==> src/rtl/lsu_req.sv <==
// EX->MEM load/store request unit: opcode decode, SRAM-like req/addr_ok/data_ok handshake, flush drain.
// Request is issued combinationally in IDLE; pipeline stalls until data returns (best case 2 cycles).
module lsu_req #(
  parameter bit ALIGN_CHECK = 1'b1
) (
  input  logic        clk,
  input  logic        rst,
  input  logic        ex_valid_i,
  input  logic [11:0] ex_memop_i,
  input  logic [31:0] ex_addr_i,
  input  logic [31:0] ex_wdata_i,
  input  logic        ex_stall_i,
  input  logic        ex_flush_i,
  output logic        data_req_o,
  output logic        data_wr_o,
  output logic [1:0]  data_size_o,
  output logic [31:0] data_addr_o,
  output logic [3:0]  data_wstrb_o,
  output logic [31:0] data_wdata_o,
  input  logic        data_addr_ok_i,
  input  logic        data_data_ok_i,
  input  logic [31:0] data_rdata_i,
  output logic [31:0] mem_memdata_o,
  output logic [1:0]  mem_memaddr_low_o,
  output logic        mem_adel_o,
  output logic        mem_ades_o,
  output logic        lsu_stallreq_o
);

  typedef enum logic [2:0] {
    S_IDLE,
    S_REQ,
    S_WAIT,
    S_DONE,
    S_DRAIN
  } state_t;

  state_t      r_state;

  logic        r_wr;
  logic [1:0]  r_size;
  logic [31:0] r_addr;
  logic [3:0]  r_wstrb;
  logic [31:0] r_wdata;

  logic [31:0] r_memdata;
  logic [1:0]  r_memaddr_low;
  logic        r_adel;
  logic        r_ades;

  logic        w_is_load;
  logic        w_is_store;
  logic        w_memop_vld;
  logic        w_misal;
  logic        w_issue;
  logic        w_stall;
  logic        w_adv;
  logic [1:0]  w_size;
  logic [31:0] w_addr;
  logic [3:0]  w_wstrb;
  logic [31:0] w_wdata;

  assign w_is_load   = |(ex_memop_i & 12'h31F);
  assign w_is_store  = |(ex_memop_i & 12'hCE0);
  assign w_memop_vld = ex_valid_i & (|ex_memop_i);

  // Unaligned lwl/lwr/swl/swr are legal by construction and never flagged.
  assign w_misal = ALIGN_CHECK &
                   (((ex_memop_i[2] | ex_memop_i[3] | ex_memop_i[6]) & ex_addr_i[0]) |
                    ((ex_memop_i[4] | ex_memop_i[7]) & (|ex_addr_i[1:0])));

  assign w_issue = ~rst & w_memop_vld & ~w_misal & ~ex_flush_i & (r_state == S_IDLE);

  assign w_stall = w_issue | (r_state == S_REQ) | (r_state == S_WAIT) | (r_state == S_DRAIN);
  assign w_adv   = ~ex_stall_i & ~w_stall;

  always_comb begin
    w_size  = 2'd2;
    w_addr  = {ex_addr_i[31:2], 2'b00};
    w_wstrb = 4'b0000;
    w_wdata = 32'h0;
    if (ex_memop_i[0] | ex_memop_i[1] | ex_memop_i[5]) begin
      w_size = 2'd0;
      w_addr = ex_addr_i;
    end else if (ex_memop_i[2] | ex_memop_i[3] | ex_memop_i[6]) begin
      w_size = 2'd1;
      w_addr = ex_addr_i;
    end
    if (ex_memop_i[5]) begin
      w_wstrb = 4'b0001 << ex_addr_i[1:0];
      w_wdata = {4{ex_wdata_i[7:0]}};
    end else if (ex_memop_i[6]) begin
      w_wstrb = ex_addr_i[1] ? 4'b1100 : 4'b0011;
      w_wdata = {2{ex_wdata_i[15:0]}};
    end else if (ex_memop_i[7]) begin
      w_wstrb = 4'b1111;
      w_wdata = ex_wdata_i;
    end else if (ex_memop_i[10]) begin
      case (ex_addr_i[1:0])
        2'b00:   begin w_wstrb = 4'b0001; w_wdata = {24'h0, ex_wdata_i[31:24]}; end
        2'b01:   begin w_wstrb = 4'b0011; w_wdata = {16'h0, ex_wdata_i[31:16]}; end
        2'b10:   begin w_wstrb = 4'b0111; w_wdata = {8'h0, ex_wdata_i[31:8]}; end
        default: begin w_wstrb = 4'b1111; w_wdata = ex_wdata_i; end
      endcase
    end else if (ex_memop_i[11]) begin
      case (ex_addr_i[1:0])
        2'b00:   begin w_wstrb = 4'b1111; w_wdata = ex_wdata_i; end
        2'b01:   begin w_wstrb = 4'b1110; w_wdata = {ex_wdata_i[23:0], 8'h0}; end
        2'b10:   begin w_wstrb = 4'b1100; w_wdata = {ex_wdata_i[15:0], 16'h0}; end
        default: begin w_wstrb = 4'b1000; w_wdata = {ex_wdata_i[7:0], 24'h0}; end
      endcase
    end
  end

  // While waiting for addr_ok the request must not follow EX, so it replays the issue snapshot.
  always_comb begin
    data_req_o   = 1'b0;
    data_wr_o    = 1'b0;
    data_size_o  = 2'd0;
    data_addr_o  = 32'h0;
    data_wstrb_o = 4'b0000;
    data_wdata_o = 32'h0;
    if (r_state == S_REQ) begin
      data_req_o   = 1'b1;
      data_wr_o    = r_wr;
      data_size_o  = r_size;
      data_addr_o  = r_addr;
      data_wstrb_o = r_wstrb;
      data_wdata_o = r_wdata;
    end else if (w_issue) begin
      data_req_o   = 1'b1;
      data_wr_o    = w_is_store;
      data_size_o  = w_size;
      data_addr_o  = w_addr;
      data_wstrb_o = w_wstrb;
      data_wdata_o = w_wdata;
    end
  end

  always_ff @(posedge clk) begin
    if (rst) begin
      r_state       <= S_IDLE;
      r_wr          <= 1'b0;
      r_size        <= 2'd0;
      r_addr        <= 32'h0;
      r_wstrb       <= 4'b0000;
      r_wdata       <= 32'h0;
      r_memdata     <= 32'h0;
      r_memaddr_low <= 2'b00;
      r_adel        <= 1'b0;
      r_ades        <= 1'b0;
    end else begin
      case (r_state)
        S_IDLE: begin
          if (w_issue) begin
            r_wr    <= w_is_store;
            r_size  <= w_size;
            r_addr  <= w_addr;
            r_wstrb <= w_wstrb;
            r_wdata <= w_wdata;
            r_state <= data_addr_ok_i ? S_WAIT : S_REQ;
          end
        end
        S_REQ: begin
          if (ex_flush_i) begin
            r_state <= data_addr_ok_i ? S_DRAIN : S_IDLE;
          end else if (data_addr_ok_i) begin
            r_state <= S_WAIT;
          end
        end
        S_WAIT: begin
          if (data_data_ok_i) begin
            if (ex_flush_i) begin
              r_state <= S_IDLE;
            end else begin
              r_state   <= S_DONE;
              r_memdata <= data_rdata_i;
            end
          end else if (ex_flush_i) begin
            r_state <= S_DRAIN;
          end
        end
        S_DONE: begin
          if (~ex_stall_i | ex_flush_i) begin
            r_state <= S_IDLE;
          end
        end
        S_DRAIN: begin
          if (data_data_ok_i) begin
            r_state <= S_IDLE;
          end
        end
        default: r_state <= S_IDLE;
      endcase

      if (w_adv) begin
        if (ex_flush_i | ~w_memop_vld) begin
          r_memaddr_low <= 2'b00;
          r_adel        <= 1'b0;
          r_ades        <= 1'b0;
        end else begin
          r_memaddr_low <= ex_addr_i[1:0];
          r_adel        <= w_misal & w_is_load;
          r_ades        <= w_misal & w_is_store;
        end
      end
    end
  end

  assign mem_memdata_o     = r_memdata;
  assign mem_memaddr_low_o = r_memaddr_low;
  assign mem_adel_o        = r_adel;
  assign mem_ades_o        = r_ades;
  assign lsu_stallreq_o    = w_stall;

endmodule

==> config.mk <==
export PLATFORM = sky130hd
export DESIGN_NAME = lsu_req
export DESIGN_NICKNAME = d
export VERILOG_FILES = /design/src/rtl/lsu_req.sv
export SDC_FILE = /design/constraint.sdc
export NUM_CORES = 1
export LEC_CHECK = 0
export CAP_MARGIN = 20
export CORE_UTILIZATION = 30
export DETAILED_ROUTE_END_ITERATION = 6
export RECOVER_POWER = 50
export SYNTH_ARGS = -nofsm -noshare
export SYNTH_HDL_FRONTEND = slang
export SYNTH_SLANG_ARGS = --single-unit
export TNS_END_PERCENT = 10
==> constraint.sdc <==
create_clock -name clk -period 3.01 [get_ports clk]
set_input_delay 0.4515 -clock clk [delete_from_list [all_inputs] [get_ports clk]]
set_output_delay 0.4515 -clock clk [all_outputs]
set_load 0.02 [all_outputs]
==> impl_metrics.env <==
export IMPL_die_x_um=144
export IMPL_io_pins=224
export IMPL_htree_num_levels=3
export IMPL_coreArea_um2=19700
export IMPL_finalPower_mw=3.42
export IMPL_area_growth_pct=63.4
export IMPL_synthFlopType="dfxtp_1"
export IMPL_path_clk_slew_ns=0.07
export IMPL_final_util_pct=50.4
export IMPL_tns_ns=0
export IMPL_netlist_area_um2=6060
export IMPL_fmax_ghz=0.338
export IMPL_synth_edf_count=0
export IMPL_synthXorXnorAreaFrac_pct=0.145
export IMPL_ys_warn_count=0
export IMPL_max_vdd_ir_drop_mv=0.226
export IMPL_cts_inserted_buffers=9
export IMPL_hold_ws_ns=0.451
export IMPL_rsz0062_at_grt="yes"
export IMPL_dieArea_um2=20800
export IMPL_routed_wl_um=22700
export IMPL_crit_required_ns=2.56
export IMPL_cts_tree="yes"
export IMPL_synth_compound_area_share_pct=23.3
export IMPL_cp_max_fo=15
export IMPL_yosys_area_share_simple_pct=30.9
export IMPL_final_nets=1290
export IMPL_synth_yosys_seq_area_share_pct=36.3
export IMPL_ant_nets=0
export IMPL_gp_congestion=0.901
export IMPL_cp_arrival_ns=2.51
export IMPL_cts_root_buf="clkbuf_16"
export IMPL_antenna_found_initial=2
export IMPL_die_h_um=144
export IMPL_synth_top_family_by_area="simple AND/OR/NAND/NOR gates"
export IMPL_dp_slack_ns=-0.660
export IMPL_gr_total_overflow=0
export IMPL_start_util_pct=30.8
export IMPL_viasPerCell=4.99
export IMPL_relSlewSlack_pct=36.2
export IMPL_grt_pass1_wl_um=34700
export IMPL_p_leak_nw=4.24
export IMPL_syn_avg_cell_area_um2=7.18
export IMPL_clock_latency_ns=0.35
export IMPL_hold_class="reg -> reg"
export IMPL_wl_per_cell_um=15.7
export IMPL_synth_fp_nets=959
export IMPL_muxShareOfSynthArea_pct=3.49
export IMPL_outcome="completed"
export IMPL_drt_first_pass_iters=5
export IMPL_powerDensity_nw_per_um2=345
export IMPL_ys_async_sr_fraction_pct=0
export IMPL_drv_slew=0
export IMPL_drt_iter0_markers=691
export IMPL_post_route_drc_count=0
export IMPL_yosys_area_share_adder_pct=0
export IMPL_maxCapViolations=0
export IMPL_clock_sinks=110
export IMPL_cts_buffer_depth=2
export IMPL_syn_inst=844
export IMPL_worstMarginPinSlew_ns=0.958
export IMPL_crit_path_start_kind="input port"
export IMPL_grt_total_usage_pct=21.5
export IMPL_setup_viol=0
export IMPL_worst_slack_ns=0.0494
export IMPL_grt_pass1_vias=6600
export IMPL_hold_viol=0
export IMPL_place_hpwl_um=16700
export IMPL_num_rows=51
export IMPL_cts_hold_buf=0
export IMPL_synth_distinct_cells=56
export IMPL_routed_via_count=7206
export IMPL_worstSetupEndpointType="output pin"
export IMPL_ys_seq_elements=110
export IMPL_finalClockSkew_ns=0.00773
export IMPL_io_buffer_count=223
export IMPL_timing_worst_setup_path_type="in -> out"
export IMPL_fin_crit_ns=2.96
export IMPL_drive_above_1_share_pct=24.5
export IMPL_grt_max_degree=89
export IMPL_min_period_over_period_pct=98.4
[through the flow]
stage,area [um^2],instances
5_1_grt,9900,1444
3_3_place_gp,9560,1422
4_1_cts,9890,1444
6_report,9900,1445
3_5_place_dp,9560,1422
2_1_floorplan,6060,844
[critical path, stage by stage]
cell           delay (ns)
dlygate4sd2_1        0.32
or3_4                0.43
nor4_4               0.30
buf_4                0.17
nor4_4               0.05
buf_4                0.16
buf_12               0.15
buf_4                0.13
a22o_1               0.21
buf_6                0.13
[cell type report]
type                    count  area, um^2
diodes                      1        2.50
clock buffers              10         229
clock inverters             5        42.5
fillers                  1989        9750
inverters                   4        15.0
multi-input cells         659        3590
flip-flops and latches    110        2200
well taps                 265         332
repair buffers            391        3490
[path summary, 6_finish.rpt]
check	from	to	slack [ns]	depth (start not counted)
max	ex_memop_i[7]	data_wdata_o[30]	0.05	10
min	mem_memdata_o[3]$_SDFFE_PP0P_	mem_memdata_o[3]$_SDFFE_PP0P_	0.45	2
max reg2reg	r_state[2]$_SDFFE_PP0P_	r_wstrb[3]$_SDFFE_PP0P_	0.88	10
min reg2reg	mem_memdata_o[3]$_SDFFE_PP0P_	mem_memdata_o[3]$_SDFFE_PP0P_	0.45	2
[routing by layer]
metal  global-route usage (%)  vias up  part of all wire (%)
met4                     6.93        2                   2.0
met1                     28.2     3319                    45
met3                     5.13       31                   7.7
li1                         -     3582                     -
met5                        0        -                 0.057
met2                     34.6      272                    45
[repair_timing]
item	CTS	global route
endpoints found under the setup margin	72	48
gates cloned	2	0
gates resized for setup	266	7
pin swaps	4	1
buffers inserted	8	0
[Yosys cell counts, types with 4 or more instances]
cell type  instances  share of area, %
a211oi_1           9               1.1
a21oi_1           94               7.8
a221oi_1           8               1.2
a222oi_1           7               1.2
a22o_1            16               2.3
a22oi_1            5              0.62
a2bb2oi_1          9               1.3
buf_1              4              0.25
buf_2             12              0.99
buf_6              7               1.3
clkbuf_1          48               3.0
dfxtp_1          110                36
inv_1              4              0.25
mux4_2             8               3.0
nand2_1          321                20
nand2b_1           5              0.52
nand3_1            4              0.33
nand3b_1           9               1.1
nor2_1            42               2.6
nor2b_1            6              0.62
nor3_1             5              0.41
nor3_2             7               1.2
nor3b_1            5              0.62
o2111ai_1          8               1.2
o211ai_1           7              0.87
o21a_1             4              0.50
o21ai_0            9              0.74
o21ai_1           16               1.3
o31ai_1           14               1.7
or2_2              4              0.41
[placed cells by master (no fill, tap or decap), drive strengths merged, types with 6 or more instances in the layout]
cell type,count
or2,6
nor3,12
o31ai,14
a211oi,9
clkdlybuf4s15,40
nand2,321
a21oi,94
clkdlybuf4s50,101
dlygate4sd3,36
a22o,16
buf,198
nor2,42
dfxtp,110
inv,7
a222oi,7
dlygate4sd2,11
o21ai,25
o211ai,7
mux4,8
o2111ai,8
clkbuf,12
a2bb2oi,9
nand3b,9
a221oi,8
nor2b,6
[registers in the layout (all words and copies together), names as in the netlist]
register,cells
r_wdata,32
r_size,2
r_wr,1
r_state,3
mem_memaddr_low_o,2
r_wstrb,4
mem_ades_o,1
mem_adel_o,1
r_addr,32
mem_memdata_o,32
[where the power goes]
group          total [mW]  switching (mW)  internal (mW)
Sequential           1.50          0.0146           1.49
Combinational       0.789           0.386          0.404
Clock                1.13           0.562          0.569
[cell families after synthesis]
kind of cell / count (synthesis)
AND/OR/NAND/NOR: 429
flip-flops: 110
XOR/XNOR: 1
AO/OA/AOI/OAI: 218
buffers and inverters: 75
multiplexers: 11
No activity file was read; power rests on OpenSTA's default activity.
